==> src/rtl/vector_pkg.sv <==
// Shared lane-count, bf16 width and sequencer state type for the vector exp path.
package vector_pkg;

  localparam int NUM_LANES = 16;
  localparam int BF16_W    = 16;

  typedef enum logic [1:0] {
    IDLE = 2'd0,
    RUN  = 2'd1,
    DONE = 2'd2
  } vexp_seq_state_t;

endpackage

==> src/rtl/vexp_seq.sv <==
// Feeds up to NUM_LANES bf16 elements one per cycle into a pipelined exp unit and
// gathers the results, in issue order, into a vector held until the consumer takes it.
module vexp_seq
  import vector_pkg::*;
#(
  parameter int NUM_LANES = vector_pkg::NUM_LANES,
  parameter int DW        = BF16_W
) (
  input  logic                          CLK,
  input  logic                          nRST,
  input  logic                          req_valid,
  output logic                          req_ready,
  input  logic [NUM_LANES*DW-1:0]       req_vec,
  input  logic [$clog2(NUM_LANES):0]    req_len,
  output logic                          resp_valid,
  input  logic                          resp_ready,
  output logic [NUM_LANES*DW-1:0]       resp_vec,
  output logic [DW-1:0]                 vx_operand,
  output logic                          vx_valid_in,
  input  logic                          vx_ready_in,
  input  logic [DW-1:0]                 vx_result,
  input  logic                          vx_valid_out,
  output logic                          vx_ready_out
);

  localparam int IW = $clog2(NUM_LANES) + 1;
  localparam int LW = (NUM_LANES > 1) ? $clog2(NUM_LANES) : 1;
  localparam logic [IW-1:0] LANES_N = IW'(NUM_LANES);

  vexp_seq_state_t         state_q, state_d;
  logic [NUM_LANES*DW-1:0] vec_q, vec_d;
  logic [NUM_LANES*DW-1:0] buf_q, buf_d;
  logic [IW-1:0]           n_q, n_d;
  logic [IW-1:0]           iss_q, iss_d;
  logic [IW-1:0]           res_q, res_d;
  logic [LW-1:0]           iss_lane, res_lane;

  assign iss_lane = iss_q[LW-1:0];
  assign res_lane = res_q[LW-1:0];
  assign resp_vec = buf_q;

  always_ff @(posedge CLK or negedge nRST) begin
    if (!nRST) begin
      state_q <= IDLE;
      vec_q   <= '0;
      buf_q   <= '0;
      n_q     <= '0;
      iss_q   <= '0;
      res_q   <= '0;
    end else begin
      state_q <= state_d;
      vec_q   <= vec_d;
      buf_q   <= buf_d;
      n_q     <= n_d;
      iss_q   <= iss_d;
      res_q   <= res_d;
    end
  end

  always_comb begin
    state_d      = state_q;
    vec_d        = vec_q;
    buf_d        = buf_q;
    n_d          = n_q;
    iss_d        = iss_q;
    res_d        = res_q;
    req_ready    = 1'b0;
    resp_valid   = 1'b0;
    vx_valid_in  = 1'b0;
    vx_ready_out = 1'b0;
    vx_operand   = '0;
    case (state_q)
      IDLE: begin
        req_ready = 1'b1;
        if (req_valid) begin
          vec_d   = req_vec;
          n_d     = (req_len > LANES_N) ? LANES_N : req_len;
          iss_d   = '0;
          res_d   = '0;
          buf_d   = '0;
          state_d = (n_d == '0) ? DONE : RUN;
        end
      end
      RUN: begin
        vx_ready_out = 1'b1;
        vx_valid_in  = (iss_q < n_q);
        if (vx_valid_in) begin
          vx_operand = vec_q[iss_lane*DW +: DW];
        end
        if (vx_valid_in && vx_ready_in) begin
          iss_d = iss_q + IW'(1);
        end
        // A result with nothing outstanding cannot belong to this request; drop it.
        if (vx_valid_out && (res_q < iss_q)) begin
          buf_d[res_lane*DW +: DW] = vx_result;
          res_d = res_q + IW'(1);
          if (res_d == n_q) begin
            state_d = DONE;
          end
        end
      end
      DONE: begin
        resp_valid = 1'b1;
        if (resp_ready) begin
          state_d = IDLE;
        end
      end
      default: state_d = IDLE;
    endcase
  end

endmodule

==> config.mk <==
export PLATFORM = sky130hd
export DESIGN_NAME = vexp_seq
export DESIGN_NICKNAME = d
export VERILOG_FILES = /design/src/rtl/vector_pkg.sv /design/src/rtl/vexp_seq.sv
export SDC_FILE = /design/constraint.sdc
export NUM_CORES = 1
export LEC_CHECK = 0
export ABC_AREA = 1
export CAP_MARGIN = 20
export CORE_MARGIN = 5
export CORE_UTILIZATION = 45
export DETAILED_ROUTE_END_ITERATION = 8
export PLACE_DENSITY = 0.88
export SETUP_SLACK_MARGIN = 0.5
export SLEW_MARGIN = 20
export SYNTH_ARGS = -nofsm -noshare
export SYNTH_HDL_FRONTEND = slang
export SYNTH_SLANG_ARGS = --single-unit
==> constraint.sdc <==
create_clock -name CLK -period 2.3 [get_ports CLK]
set_input_delay 0.46 -clock CLK [delete_from_list [all_inputs] [get_ports CLK]]
set_output_delay 0.46 -clock CLK [all_outputs]
set_load 0.02 [all_outputs]
==> flow_summary_export.csv, run 1 <==
group,metric,value,unit
drt,drc,0,
power_and_ir_drop,peakVddDrop,0.902,mV
power_and_ir_drop,p_int,0.0248,W
floorplan,die_x,245,um
status,status,"finished with violations",
synth,ys_seq_elements,529,
placed_design,hpwl,66700,um
floorplan,rows,86,
layout,final_common_cell,"nand2_1",
power_and_ir_drop,switching_share,40.5,%
setup_path,path_cells,"ha_1 -> nand2_2 -> nor2_2 -> nor2_2 -> and2_4 -> buf_8 -> nand2_4 -> a211oi_4 -> buf_6",
drt,via_count,26200,
setup_path,worst_path_most_repeated_cell,"nor2_2",
sta,fin_worst_skew,0.0337,ns
sta,rsz0062_at_grt,"yes",
power_and_ir_drop,power_frac_clock,22.7,%
setup_path,endpoint_kind,"output pin",
job,drv_cap,0,
layout,mostFrequentLayoutCells,"nand2_1, clkdlybuf4s50_1, dfrtp_1",
layout,n_fill_cell,4002,
drt,post_drt_wl_per_cell,21.0,um
setup_path,start_kind,"flip-flop",
floorplan,start_util,45.2,%
synth,synth_cells,3203,
power_and_ir_drop,p_sw,0.0169,W
synth,avgSynthCellArea,7.74,um^2
grt,antenna_found_initial,6,
setup_path,worstSetupPathType,"reg2out",
placed_design,port_buffers,558,
drt,vias_per_cell,5.71,
synth,syn_area,24800,um^2
sta,setup_violations,277,
power_and_ir_drop,powerDensity,1160,nW/um^2
sta,post-route-min-period,2.89,ns
sta,finalHoldViolations,0,
sta,worstMarginPinSlew,0.706,ns
drt,final_antenna_net_count,0,
placed_design,gp_congestion,0.963,
sta,final_max_slew_viol_count,0,
power_and_ir_drop,pwr-share-seq,32.1,%
synth,yosys_warnings,0,
setup_path,slowest_stage,"dfrtp_1",
clock_network,htreeDepth,2,
clock_network,cts_tree,"done",
synth,yosysSeqAreaShare,53.4,%
clock_network,cts_sinks,529,
min_path,hp-class,"in2async",
drt,drt_wl_total,96500,um
clock_network,clock-root-buffer,"clkbuf_16",
floorplan,die_h,245,um
placed_design,place_ws,-0.535,ns
status,violations,"setup timing",
floorplan,die_area,59900,um^2
power_and_ir_drop,p_leak,17.6,nW
synth,syn-num-nets,3501,
layout,drive_gt1_share,12.2,%
grt,first_global_vias,25100,
setup_path,cp.arrival,2.43,ns
layout,utilization,65.4,%
drt,firstDrtPassIters,9,
clock_network,cts_made_buffers,55,
sta,max_slew_margin,52.9,%
placed_design,dpl_cell_area,32600,um^2
drt,drt_iter0_drc,3511,
sta,finalCritPeriodShare,126,%
layout,finalInstanceArea,35900,um^2
setup_path,cpPeakStageDelay,0.40,ns
sta,worst_slack,-0.587,ns
layout,syn_to_final_growth,44.8,%
floorplan,io_pins,559,
clock_network,path_clk_slew,0.07,ns
sta,max_freq,346,MHz
synth,yosys.cell_types.count,43,
grt,gr-total-overflow,0,
grt,grt_max_degree,117,
power_and_ir_drop,p_comb_share,45.2,%
setup_path,crit_fanout,5,
layout,nNetsFinal,4141,
floorplan,core-area,54900,um^2
clock_network,clock_path_buffers,3,
clock_network,clk_latency,0.62,ns
grt,grt_pass1_wl,145000,um
setup_path,required,1.84,ns
grt,track_usage,30.8,%
==> cells in the mapped netlist, drive strengths merged <==
cell    count  area share [%]
nand3     345             7.0
a21oi      46            0.93
ha         15            0.76
a32o       16            0.65
nor2      204             3.2
and2        1           0.025
buf        86             2.0
a22oi       5            0.15
clkbuf    121             1.8
nor3        4            0.10
a31oi      22            0.56
nand4      55             1.4
o221ai     16            0.57
a221oi     11            0.39
a21boi      1           0.030
xor2        2           0.071
nand3b      1           0.030
nand2    1622              25
inv        47            0.71
clkinv      3           0.045
o21ai      24            0.58
o22ai       2           0.050
a211oi      4            0.12
xnor2       2            0.15
or2         4            0.10
nor3b      15            0.45
dfrtp     529              53
==> per-stage QoR <==
step / total power [W] / setup TNS, ns / instances / hold WS, ns
after detailed placement: 0.0291 / -53.37 / 4441 / 0.356
after global routing: 0.0437 / -116.71 / 4593 / 0.325
final: 0.0418 / -75.92 / 4594 / 0.325
after CTS: 0.0409 / -61.57 / 4584 / 0.297
after floorplan: 0.0227 / 0 / 3203 / 0.164
after global placement: 0.0286 / -49.29 / 4441 / 0.352
==> power groups by stage <==
| stage | clock (W) | sequential [W] | combinational, W |
|---|---|---|---|
| after floorplan | 0 | 0.0128 | 0.00988 |
| after global placement | 0 | 0.0133 | 0.0153 |
| after detailed placement | 0 | 0.0133 | 0.0157 |
| after CTS | 0.00954 | 0.0133 | 0.0181 |
| after global routing | 0.00995 | 0.0136 | 0.0202 |
| final | 0.00947 | 0.0134 | 0.0189 |
==> layer usage <==
layer	GRT usage [%]	vias to the layer above	routed length (um)	share of wire [%]
met5	0	-	28	0.029
met3	7.04	442	11100	12
met2	50.0	1911	44900	46
li1	-	11600	-	-
met1	38.8	12300	34000	35
met4	16.3	4	6520	6.8
==> worst max-delay path, delay by kind of cell (launching register included) <==
kind / cells / cell delay (ns)
AOI/OAI and AO/OA: 1 / 0.22
adders and majority gates: 1 / 0.32
buffers and inverters: 2 / 0.33
and+or+nand+nor: 5 / 0.54
DFF: 1 / 0.40
==> kinds of logic (layout without fill, tap and decap cells) <==
group	Yosys count	after routing	synth area share, %
xor gates and xnor gates	4	4	0.217
AOI/OAI and AO/OA	147	147	4.01
adders and majority gates	15	15	0.757
other	0	5	0
buffers and inverters	257	939	4.59
DFF	529	529	53.4
and+or+nand+nor	2251	2251	37.0
==> area by class of cell <==
cell class	count	area [um^2]	area share, %
sequential	529	13200	36.9
multi-input combinational	2417	11100	30.8
timing repair buffer	790	8550	23.8
clock buffer	70	1520	4.25
tap	704	881	2.45
clock inverter	29	387	1.08
inverter	50	233	0.648
antenna	5	12.5	0.0349
==> state kept, by name, summed over array words and instances (netlist names) <==
register and cells:
state_q 2, vec_q 256, resp_vec 256, n_q 5, iss_q 5, res_q 5
==> what timing repair did <==
item / 4_1_cts / 5_1_grt
setup buffers: 28 / 5
pin swaps: 32 / 24
hold endpoints to repair: 21 / 0
setup endpoints to repair: 741 / 803
gates resized for setup: 196 / 37
gates cloned: 15 / 0
hold buffers: 1 / 0
==> path summary, 6_finish.rpt <==
check	slack, ns	to	depth (start not counted)	start
setup / recovery	-0.59	vx_operand[10]	9	iss_q[3]
hold / removal	0.33	resp_vec[142]	2	nRST
setup reg to reg	-0.35	resp_vec[117]	14	iss_q[3]
hold reg to reg	0.47	resp_vec[44]	2	resp_vec[44]
max in group asynchronous	1.09	vec_q[82]	3	nRST
min in group CLK	0.38	vec_q[126]	3	req_vec[126]
No activity file was read; power rests on OpenSTA's default activity.
==> run 2, diff against run 1 <==
--- a/config.mk
+++ b/config.mk
@@ -5,12 +5,13 @@
 export SDC_FILE = /design/constraint.sdc
 export NUM_CORES = 1
 export LEC_CHECK = 0
-export ABC_AREA = 1
+export ABC_AREA = 0
 export CAP_MARGIN = 20
 export CORE_MARGIN = 5
 export CORE_UTILIZATION = 45
+export CTS_CLUSTER_DIAMETER = 50
 export DETAILED_ROUTE_END_ITERATION = 8
-export PLACE_DENSITY = 0.88
+export PLACE_DENSITY = 0.89
 export SETUP_SLACK_MARGIN = 0.5
 export SLEW_MARGIN = 20
 export SYNTH_ARGS = -nofsm -noshare
==> flow_summary_export.csv, run 2 <==
group,metric,value,unit
drt,vias_per_cell,5.89,
sta,finalCritPeriodShare,138,%
synth,avgSynthCellArea,10.8,um^2
setup_path,worstSetupPathType,"reg2out",
grt,first_global_vias,20700,
synth,syn-num-nets,2386,
synth,yosys.cell_types.count,65,
job,drv_cap,0,
power_and_ir_drop,powerDensity,1480,nW/um^2
setup_path,cp_top_family,"buffers and inverters",
layout,n_fill_cell,3170,
layout,syn_to_final_growth,54.6,%
synth,synthMostInstantiatedCell,"nand2_1",
grt,antenna_found_initial,4,
floorplan,core-area,50000,um^2
synth,synth_top_area_share,58.5,%
grt,grt_pass1_wl,124000,um
grt,track_usage,29.8,%
setup_path,path_cells,"buf_6 -> buf_12 -> buf_8 -> mux4_2 -> mux2i_1 -> buf_4 -> a211oi_4 -> buf_12",
setup_path,critical_path_buf_inv_count,5,
grt,grt_max_degree,90,
setup_path,required,1.84,ns
synth,yosys_warnings,0,
power_and_ir_drop,p_leak,17.8,nW
layout,final_common_cell,"nand2_1",
clock_network,htreeDepth,2,
layout,nNetsFinal,3092,
layout,utilization,70.0,%
sta,whs,0.380,ns
clock_network,clock-root-buffer,"clkbuf_16",
sta,final_max_slew_viol_count,0,
setup_path,crit_fanout,6,
floorplan,io_pins,559,
power_and_ir_drop,peakVddDrop,1.15,mV
layout,drive_gt1_share,20.9,%
sta,worst_slack,-0.878,ns
status,violations,"setup timing",
synth,async_flop_share,100,%
grt,gr-total-overflow,0,
synth,synth_common_cells,"nand2_1, dfrtp_1, a22o_1",
synth,yosysSeqAreaShare,58.5,%
drt,drt_wl_total,93200,um
synth,synth_edf_count,0,
sta,max_freq,315,MHz
drt,final_antenna_net_count,0,
synth,syn_area,22600,um^2
drt,drt_iter0_drc,2064,
clock_network,cts_tree,"done",
clock_network,cts_made_buffers,55,
sta,max_slew_margin,63.7,%
status,status,"finished with violations",
clock_network,path_clk_slew,0.08,ns
placed_design,place_ws,-0.669,ns
sta,tns,-89.29,ns
drt,post_drt_wl_per_cell,26.5,um
setup_path,start_kind,"flip-flop",
floorplan,rows,82,
drt,via_count,20700,
synth,synth.top_cells.by_area,"dfrtp_1, nand2_1, a22o_1",
clock_network,clock_path_buffers,3,
placed_design,hpwl,59600,um
floorplan,die_area,54900,um^2
clock_network,cts_sinks,529,
drt,drc,0,
setup_path,slowest_stage,"dfrtp_4",
setup_path,cpPeakStageDelay,0.54,ns
setup_path,cp.arrival,2.72,ns
synth,synth_ff_type,"dfrtp_1",
layout,mostFrequentLayoutCells,"nand2_1, dfrtp_1, clkdlybuf4s50_1",
synth,synth_cells,2088,
placed_design,gp_congestion,0.926,
sta,finalHoldViolations,0,
floorplan,start_util,45.3,%
min_path,hp-class,"in2async",
floorplan,die_h,234,um
setup_path,endpoint_kind,"output pin",
sta,worstMarginPinSlew,0.543,ns
clock_network,clk_latency,0.61,ns
placed_design,port_buffers,558,
drt,firstDrtPassIters,5,
sta,fin_worst_skew,0.0204,ns
synth,ys_seq_elements,529,
sta,setup_violations,279,
synth,synth_top_area_cell,"dfrtp_1",
sta,post-route-min-period,3.18,ns
sta,rsz0062_at_grt,"yes",
setup_path,worst_path_most_repeated_cell,"buf_12",
floorplan,die_x,234,um
-- run 2: path summary, 6_finish.rpt --
check / start / to / slack, ns / cells past startpoint
max: iss_q[0] / vx_operand[3] / -0.88 / 8
min reg2reg: vec_q[252] / vec_q[252] / 0.47 / 2
min in group CLK: req_vec[100] / vec_q[100] / 0.40 / 3
max in group asynchronous: nRST / resp_vec[141] / 0.98 / 3
max reg2reg: iss_q[2] / resp_vec[156] / -0.43 / 11
min: nRST / resp_vec[40] / 0.38 / 2
-- run 2: area by class of cell --
cell class	instances	area [um^2]	share of cell area (%)
antenna	2	5.00	0.0143
sequential	529	13200	37.8
multi-input combinational	1375	9910	28.3
timing repair buffer	796	8890	25.4
tap	672	841	2.40
clock buffer	75	1590	4.55
inverter	37	193	0.551
clock inverter	26	312	0.890
-- run 2: report_power, final --
part           leakage (nW)  total [W]  internal (W)  switching, W
logic                  9.95     0.0267        0.0129        0.0138
registers              6.96     0.0156        0.0129       0.00272
clock network         0.934    0.00945       0.00546       0.00399
-- run 2: per-layer routing --
metal,vias up,global-route usage (%),part of all wire (%)
li1,8536,-,-
met1,10200,35.8,34
met2,1546,50.0,48
met3,415,6.99,10
met4,4,15.6,7.1
met5,-,0,0.029
-- run 2: kinds of logic (layout without fill, tap and decap cells) --
logic type | Yosys count | after routing | share of synthesized area (%)
compound gates | 332 | 333 | 12.6
flops | 529 | 529 | 58.5
xor+xnor | 7 | 7 | 0.354
simple gates | 923 | 923 | 16.3
buf+inv | 185 | 934 | 3.66
mux | 97 | 97 | 7.83
other cells | 0 | 2 | 0
fa+ha+maj | 15 | 15 | 0.829
-- run 2: what timing repair did --
action | 4_1_cts | 5_1_grt
hold endpoints to repair | 32 | 0
gates resized for setup | 152 | 286
cloned | 4 | 15
buffers inserted | 12 | 55
pin swaps | 40 | 91
setup endpoints to repair | 582 | 794
hold buffers | 1 | 0
-- run 2: metrics by stage --
step           power [W]  area, um^2  cells
4_1_cts           0.0477       33000   3440
5_1_grt           0.0537       35000   3510
2_1_floorplan     0.0270       23100   2088
3_5_place_dp      0.0364       30400   3322
3_3_place_gp      0.0357       30400   3322
6_report          0.0517       35000   3512
